[config.mk]
export PLATFORM = sky130hd
export DESIGN_NAME = product_accumulator
export DESIGN_NICKNAME = d
export VERILOG_FILES = /design/src/rtl/product_accumulator.sv
export SDC_FILE = /design/constraint.sdc
export NUM_CORES = 1
export LEC_CHECK = 0
export CORE_MARGIN = 1
export CORE_UTILIZATION = 55
export CTS_CLUSTER_DIAMETER = 120
export DETAILED_ROUTE_END_ITERATION = 10
export MAX_ROUTING_LAYER = met4
export PLACE_DENSITY_LB_ADDON = 0.2
export SLEW_MARGIN = 20
export SYNTH_ARGS = -nofsm -noshare
export SYNTH_HDL_FRONTEND = slang
export SYNTH_SLANG_ARGS = --single-unit
[constraint.sdc]
create_clock -name clk -period 7.2 [get_ports clk]
set_input_delay 1.44 -clock clk [delete_from_list [all_inputs] [get_ports clk]]
set_output_delay 1.44 -clock clk [all_outputs]
set_load 0.02 [all_outputs]
[src/rtl/product_accumulator.sv]
// product_accumulator: sums N_TERMS signed 64-bit products into a guarded accumulator.
// Define PRODUCT_ACCUMULATOR_SATURATE_EN to clamp the result and flag overflow.
module product_accumulator #(
  parameter int N_TERMS = 8,
  parameter int GUARD_W = 8
) (
  input  logic        clk,
  input  logic        rst,
  input  logic        start,
  input  logic        in_valid,
  output logic        in_ready,
  input  logic [63:0] product,
  output logic        out_valid,
  input  logic        out_ready,
  output logic [63:0] result,
  output logic        overflow,
  output logic [8:0]  count,
  output logic        busy
);
  localparam int AW = 64 + GUARD_W;
  typedef enum logic [1:0] {IDLE, ACCUM, DONE} state_t;
  state_t state, state_nx;
  logic [AW-1:0] acc, sum;
  logic [63:0] res_nx;
  logic accept, last;
  assign in_ready = state == ACCUM;
  assign out_valid = state == DONE;
  assign busy = state != IDLE;
  assign accept = in_valid && in_ready;
  assign last = count == 9'(N_TERMS - 1);
  assign sum = acc + {{GUARD_W{product[63]}}, product};
`ifdef PRODUCT_ACCUMULATOR_SATURATE_EN
  logic ovf, ovf_q;
  // the sum fits in 64 bits only when the guard bits all match bit 63
  assign ovf = |sum[AW-1:63] && !(&sum[AW-1:63]);
  assign res_nx = !ovf ? sum[63:0] : sum[AW-1] ? 64'h8000_0000_0000_0000 : 64'h7FFF_FFFF_FFFF_FFFF;
  assign overflow = ovf_q;
  always_ff @(posedge clk)
    if (rst) ovf_q <= 1'b0;
    else if (accept && last) ovf_q <= ovf;
`else
  assign res_nx = sum[63:0];
  assign overflow = 1'b0;
`endif
  always_comb begin
    state_nx = state == IDLE  ? (start ? ACCUM : IDLE) :
               state == ACCUM ? (accept && last ? DONE : ACCUM) :
               (out_ready ? IDLE : DONE);
  end
  always_ff @(posedge clk) begin
    if (rst) begin
      state <= IDLE;
      acc <= '0;
      count <= '0;
      result <= '0;
    end else begin
      state <= state_nx;
      if (state == IDLE && start) begin
        acc <= '0;
        count <= '0;
      end else if (accept) begin
        acc <= sum;
        count <= count + 9'd1;
        if (last) result <= res_nx;
      end
    end
  end
endmodule

# Word-level counts from Yosys, hierarchy flattened

Index checks and enable logic that the tools add are counted.

Add/sub/neg operators: 2
Equality and inequality tests: 3
Muxes and demuxes: 5
Bitwise gates (word level): 1
Reduce and logical (&&, ||, !) cells: 7

Operator list:

| operator                                                         | number |
|---|---|
| 72-bit adder                                                     | 1 |
| 9-bit by 1-bit adder with 9-bit output (second input constant)   | 1 |
| 9-bit by 3-bit == test with 1-bit output (second input constant) | 1 |
| 2-bit 2-to-1 mux                                                 | 4 |
| 1-bit logical AND                                                | 3 |
| 3-bit AND reduction                                              | 1 |
| 2-bit by 1-bit == test with 1-bit output (second input constant) | 1 |
| 2-bit == test (second input constant)                            | 1 |
| 2-bit logical NOT                                                | 1 |
| 2-bit nonzero test                                               | 1 |
| 2-bit OR reduction                                               | 1 |
| 1-bit 2-to-1 mux                                                 | 1 |
| 1-bit inverter                                                   | 1 |

Flip-flop bits (word level): 147
Input port bits: 69
Output and inout port bits: 77
Logic and storage cells: 22

# Logic depth before layout (Yosys ltp)

Word-level depth: 6
Depth in mapped cells: 12
Mapped depth without buffers: 12

# Least setup slack after synthesis

No wires, ideal clock.

Path type: input to register
From: input port product[0]
To: register acc[58]
Setup time: 0.122 ns
Data arrival time: 4.139 ns
Data required time: 7.078 ns
Setup slack: 2.939 ns
Stages: 12
Buffers on the path: 0
Cell sequence: ha_1 > fa_1 > a21o_1 > a221oi_2 > o31a_2 > o21ai_2 > a31oi_2 > o21ai_2 > a31oi_2 > o311ai_2 > nor4b_1 > a311o_1

Longest elaborated chain between the ends: 1

Ends and longest elaborated chain:

| what                 | line | text |
|---|---|---|
| start, declared      | 12   | `input logic [63:0] product,` |
| 72-bit adder         | 31   | `assign sum = acc + {{GUARD_W{product[63]}}, product};` |
| end signal, assigned | 62   | `acc <= sum;` |
| end, declared        | 23   | `logic [AW-1:0] acc, sum;` |

Every way passes these cells.
A chain may end at the register's enable or synchronous reset.

# Worst setup path in the final report

Ends and elaborated chain as after synthesis.

==> results.py <==
metrics = {
    "sta": {
        "clock_skew_ps": 9.48,
        "finalMaxSlewViolations": 0,
        "finalSetupTns_ps": 0,
        "max_freq_mhz": 212,
        "post-route-period-util": 0.656,
        "setup_violations": 0,
        "slew_headroom": 0.495,
        "hold_viol": 0,
        "rsz0062_at_grt": "false",
        "worst_pin_slew_ps": 757,
        "fin_crit_ps": 4720,
    },
    "place": {
        "port_buffers": 144,
        "place.gp.congestion": 0.919,
        "place_area_um2": 10300,
        "dpl.hpwl_mm": 17.2,
    },
    "yosys": {
        "synth-main-ff-cell": "dfxtp_1",
        "syn_inst": 1181,
        "ys_types": 70,
        "ys_ff_latch": 139,
        "synth_top_area_share": 0.315,
        "synth_nets": 1315,
        "syn_avg_cell_area_um2": 7.48,
        "ys_seq_area_frac": 0.315,
        "async_flop_share": 0,
        "synth_edf_count": 0,
        "yosysTopAreaCell": "dfxtp_1",
        "syn_area_um2": 8830,
        "yosysWarnings": 0,
        "synth_area_leaders": "dfxtp_1, nand2_1, a21oi_1",
    },
    "die": {
        "die_y_um": 129,
        "rows": 45,
        "pin_count": 146,
        "die-area_um2": 16600,
        "start_util": 0.572,
        "core_um2": 15400,
        "die_w_um": 129,
    },
    "global_routing": {
        "use_met3": 0.0491,
        "grtUsageMet2": 0.505,
        "grt_usage": 0.311,
        "grt_max_degree": 67,
        "gr-usage-met1": 0.387,
        "grt_pass1_vias": 8272,
        "grt_pass1_wl_mm": 39.5,
        "grt.busiest_layer": "met2",
        "gr-total-overflow": 0,
        "antenna_found_initial": 0,
    },
    "flow_run": {
        "maxCapViolCount": 0,
    },
    "setup_path": {
        "critPathMaxFanout": 6,
        "regToRegSetupSlack_ps": 3610,
        "crit_chain": "clkdlybuf4s50_1, ha_1, fa_1, a21o_1, a221oi_2, o31a_2, o21ai_2, a31oi_2, o21ai_2, a31oi_2, o311ai_2, nor4b_1, a311o_1",
        "cp.required_ps": 7520,
        "path_delay_family": "compound AO/OA/AOI/OAI gates",
        "arrival_ps": 5040,
        "crit_buf_inv": 1,
        "r2r_cells": 12,
        "endpoint_kind": "flop",
        "timing.rr.start": "acc[0]",
        "slowest_stage": "clkdlybuf4s50_1",
        "crit_path_max_incr_delay_ps": 410,
        "crit_type": "primary input to flop",
        "r2r-end": "acc[58]",
        "cp-start-kind": "primary input",
    },
    "status": {
        "outcome": "completed",
    },
    "layout": {
        "fillers": 1330,
        "area_growth_pct": 24.4,
        "diodes": 0,
        "drive_above_1_share": 0.0472,
        "layout.nets": 1413,
        "design_area_um2": 11000,
    },
    "pwr": {
        "p_leak_nw": 4.27,
        "vdd_drop_max_v": 0.000185,
        "cellPowerDensity_nw_per_um2": 192,
    },
    "drt": {
        "drtAntennaViolNets": 0,
        "drt-vias-per-instance": 5.94,
        "num_vias": 8929,
        "drt-pass1-iter-count": 6,
        "wl_per_cell_um": 16.3,
        "drt_iter0_drc": 646,
        "routed_wl_mm": 24.5,
        "drcViolationCount": 0,
    },
    "clock_tree": {
        "clk_pin_slew_worst_paths_ps": 60,
        "cts_resized": 0,
        "cts_buffers": 17,
        "cts-root-buf": "clkbuf_16",
        "post_cts_buffers": 0,
        "clockBufferDepth": 2,
        "ctsHtreeMaxLevel": 4,
        "cts_tree": "built",
        "clk_latency_ps": 440,
        "cts_sinks": 139,
        "cts_hold_buf": 0,
    },
    "min_path": {
        "worstHoldPathCells": 2,
        "hold_path_class": "flop to flop",
        "hp-start": "result[1]",
        "holdPathEnd": "result[1]",
    },
}
## where the power goes
part	internal [mW]	switching [mW]
logic	0.122	0.193
registers	0.782	0.00694
clock network	0.652	0.355
total	1.56	0.555
## synth_stat cells, types with 10 or more instances
cell type    n
buf_1       11
nand3_1     37
a211oi_1    14
o21ai_0     50
a31oi_1     12
a21o_1      34
and3_1      10
nand4_1     22
inv_1       21
nor2_1      61
ha_1        64
a21oi_1    169
dfxtp_1    139
nand2_1    253
xnor2_1     36
xor2_1      26
clkbuf_1    54
nor3_1      23
o21bai_1    14
## worst max path at each step
stage | slack, ps | to | cells past startpoint | from
CTS | 2520 | acc[58] | 13 | product[0]
finish | 2480 | acc[58] | 13 | product[0]
global placement | 2200 | acc[58] | 13 | product[0]
global route | 2360 | acc[58] | 13 | product[0]
floorplan | 2940 | acc[58] | 12 | product[0]
detailed placement | 2110 | acc[58] | 13 | product[0]
## logic make-up after synthesis
| group | after synthesis | share of synthesized area |
|---|---|---|
| fa+ha+maj | 65 | 0.0930 |
| xor+xnor | 62 | 0.0615 |
| buf+inv | 95 | 0.0425 |
| simple gates | 453 | 0.227 |
| other cells | 1 | 0.000425 |
| flops | 139 | 0.315 |
| compound gates | 365 | 0.259 |
| mux | 1 | 0.00113 |
## layer usage
metal	share of wire	wire, um	up-vias
met5	0	0	-
met4	0.022	535	0
met3	0.064	1570	46
met2	0.47	11400	295
met1	0.45	10900	4188
li1	-	-	4400
## metrics by stage
stage | cells | setup WS, ps | power, mW | util | hold WS, ps
floorplan | 1181 | 2940 | 1.01 | - | 436
global placement | 1471 | 2200 | 1.11 | 0.668 | 441
detailed placement | 1471 | 2110 | 1.11 | 0.668 | 447
CTS | 1503 | 2520 | 2.11 | 0.712 | 455
global route | 1503 | 2360 | 2.18 | 0.712 | 472
finish | 1503 | 2480 | 2.11 | 0.712 | 453
## final cells by class
class,count,area [um^2],share of cell area
clock inverter,10,185,0.0169
timing repair buffer,152,1500,0.136
multi-input combinational,947,5690,0.518
sequential,139,2780,0.253
tap,211,264,0.0240
clock buffer,22,484,0.0441
inverter,22,82.6,0.00752
## worst register-to-register path: stages, from the launching register on
cell and delay (ps):
dfxtp_1 310, ha_1 230, fa_1 410, a21o_1 220, a221oi_2 370, o31a_2 260, o21ai_2 100, a31oi_2 320
o21ai_2 150, a31oi_2 380, o311ai_2 210, nor4b_1 190, a311o_1 330
## layout by cell type, fill, tap and decap left out, types with 7 or more instances in the layout
master	count
a211oi_1	14
a21o_1	34
a21oi_1	168
a31oi_1	12
and3_1	9
buf_4	8
clkbuf_16	17
clkdlybuf4s50_1	143
dfxtp_1	139
ha_1	64
inv_1	21
nand2_1	251
nand2b_1	8
nand3_1	36
nand4_1	22
nor2_1	61
nor2b_1	7
nor3_1	23
o211ai_1	7
o21ai_0	50
o21bai_1	14
or3_1	8
xnor2_1	36
xor2_1	26
## registers in the layout, indices dropped and copies added, names as in the netlist
| name | flops |
|---|---|
| state | 2 |
| count | 9 |
| result | 64 |
| acc | 64 |
Power figures use the tool's default switching activity.
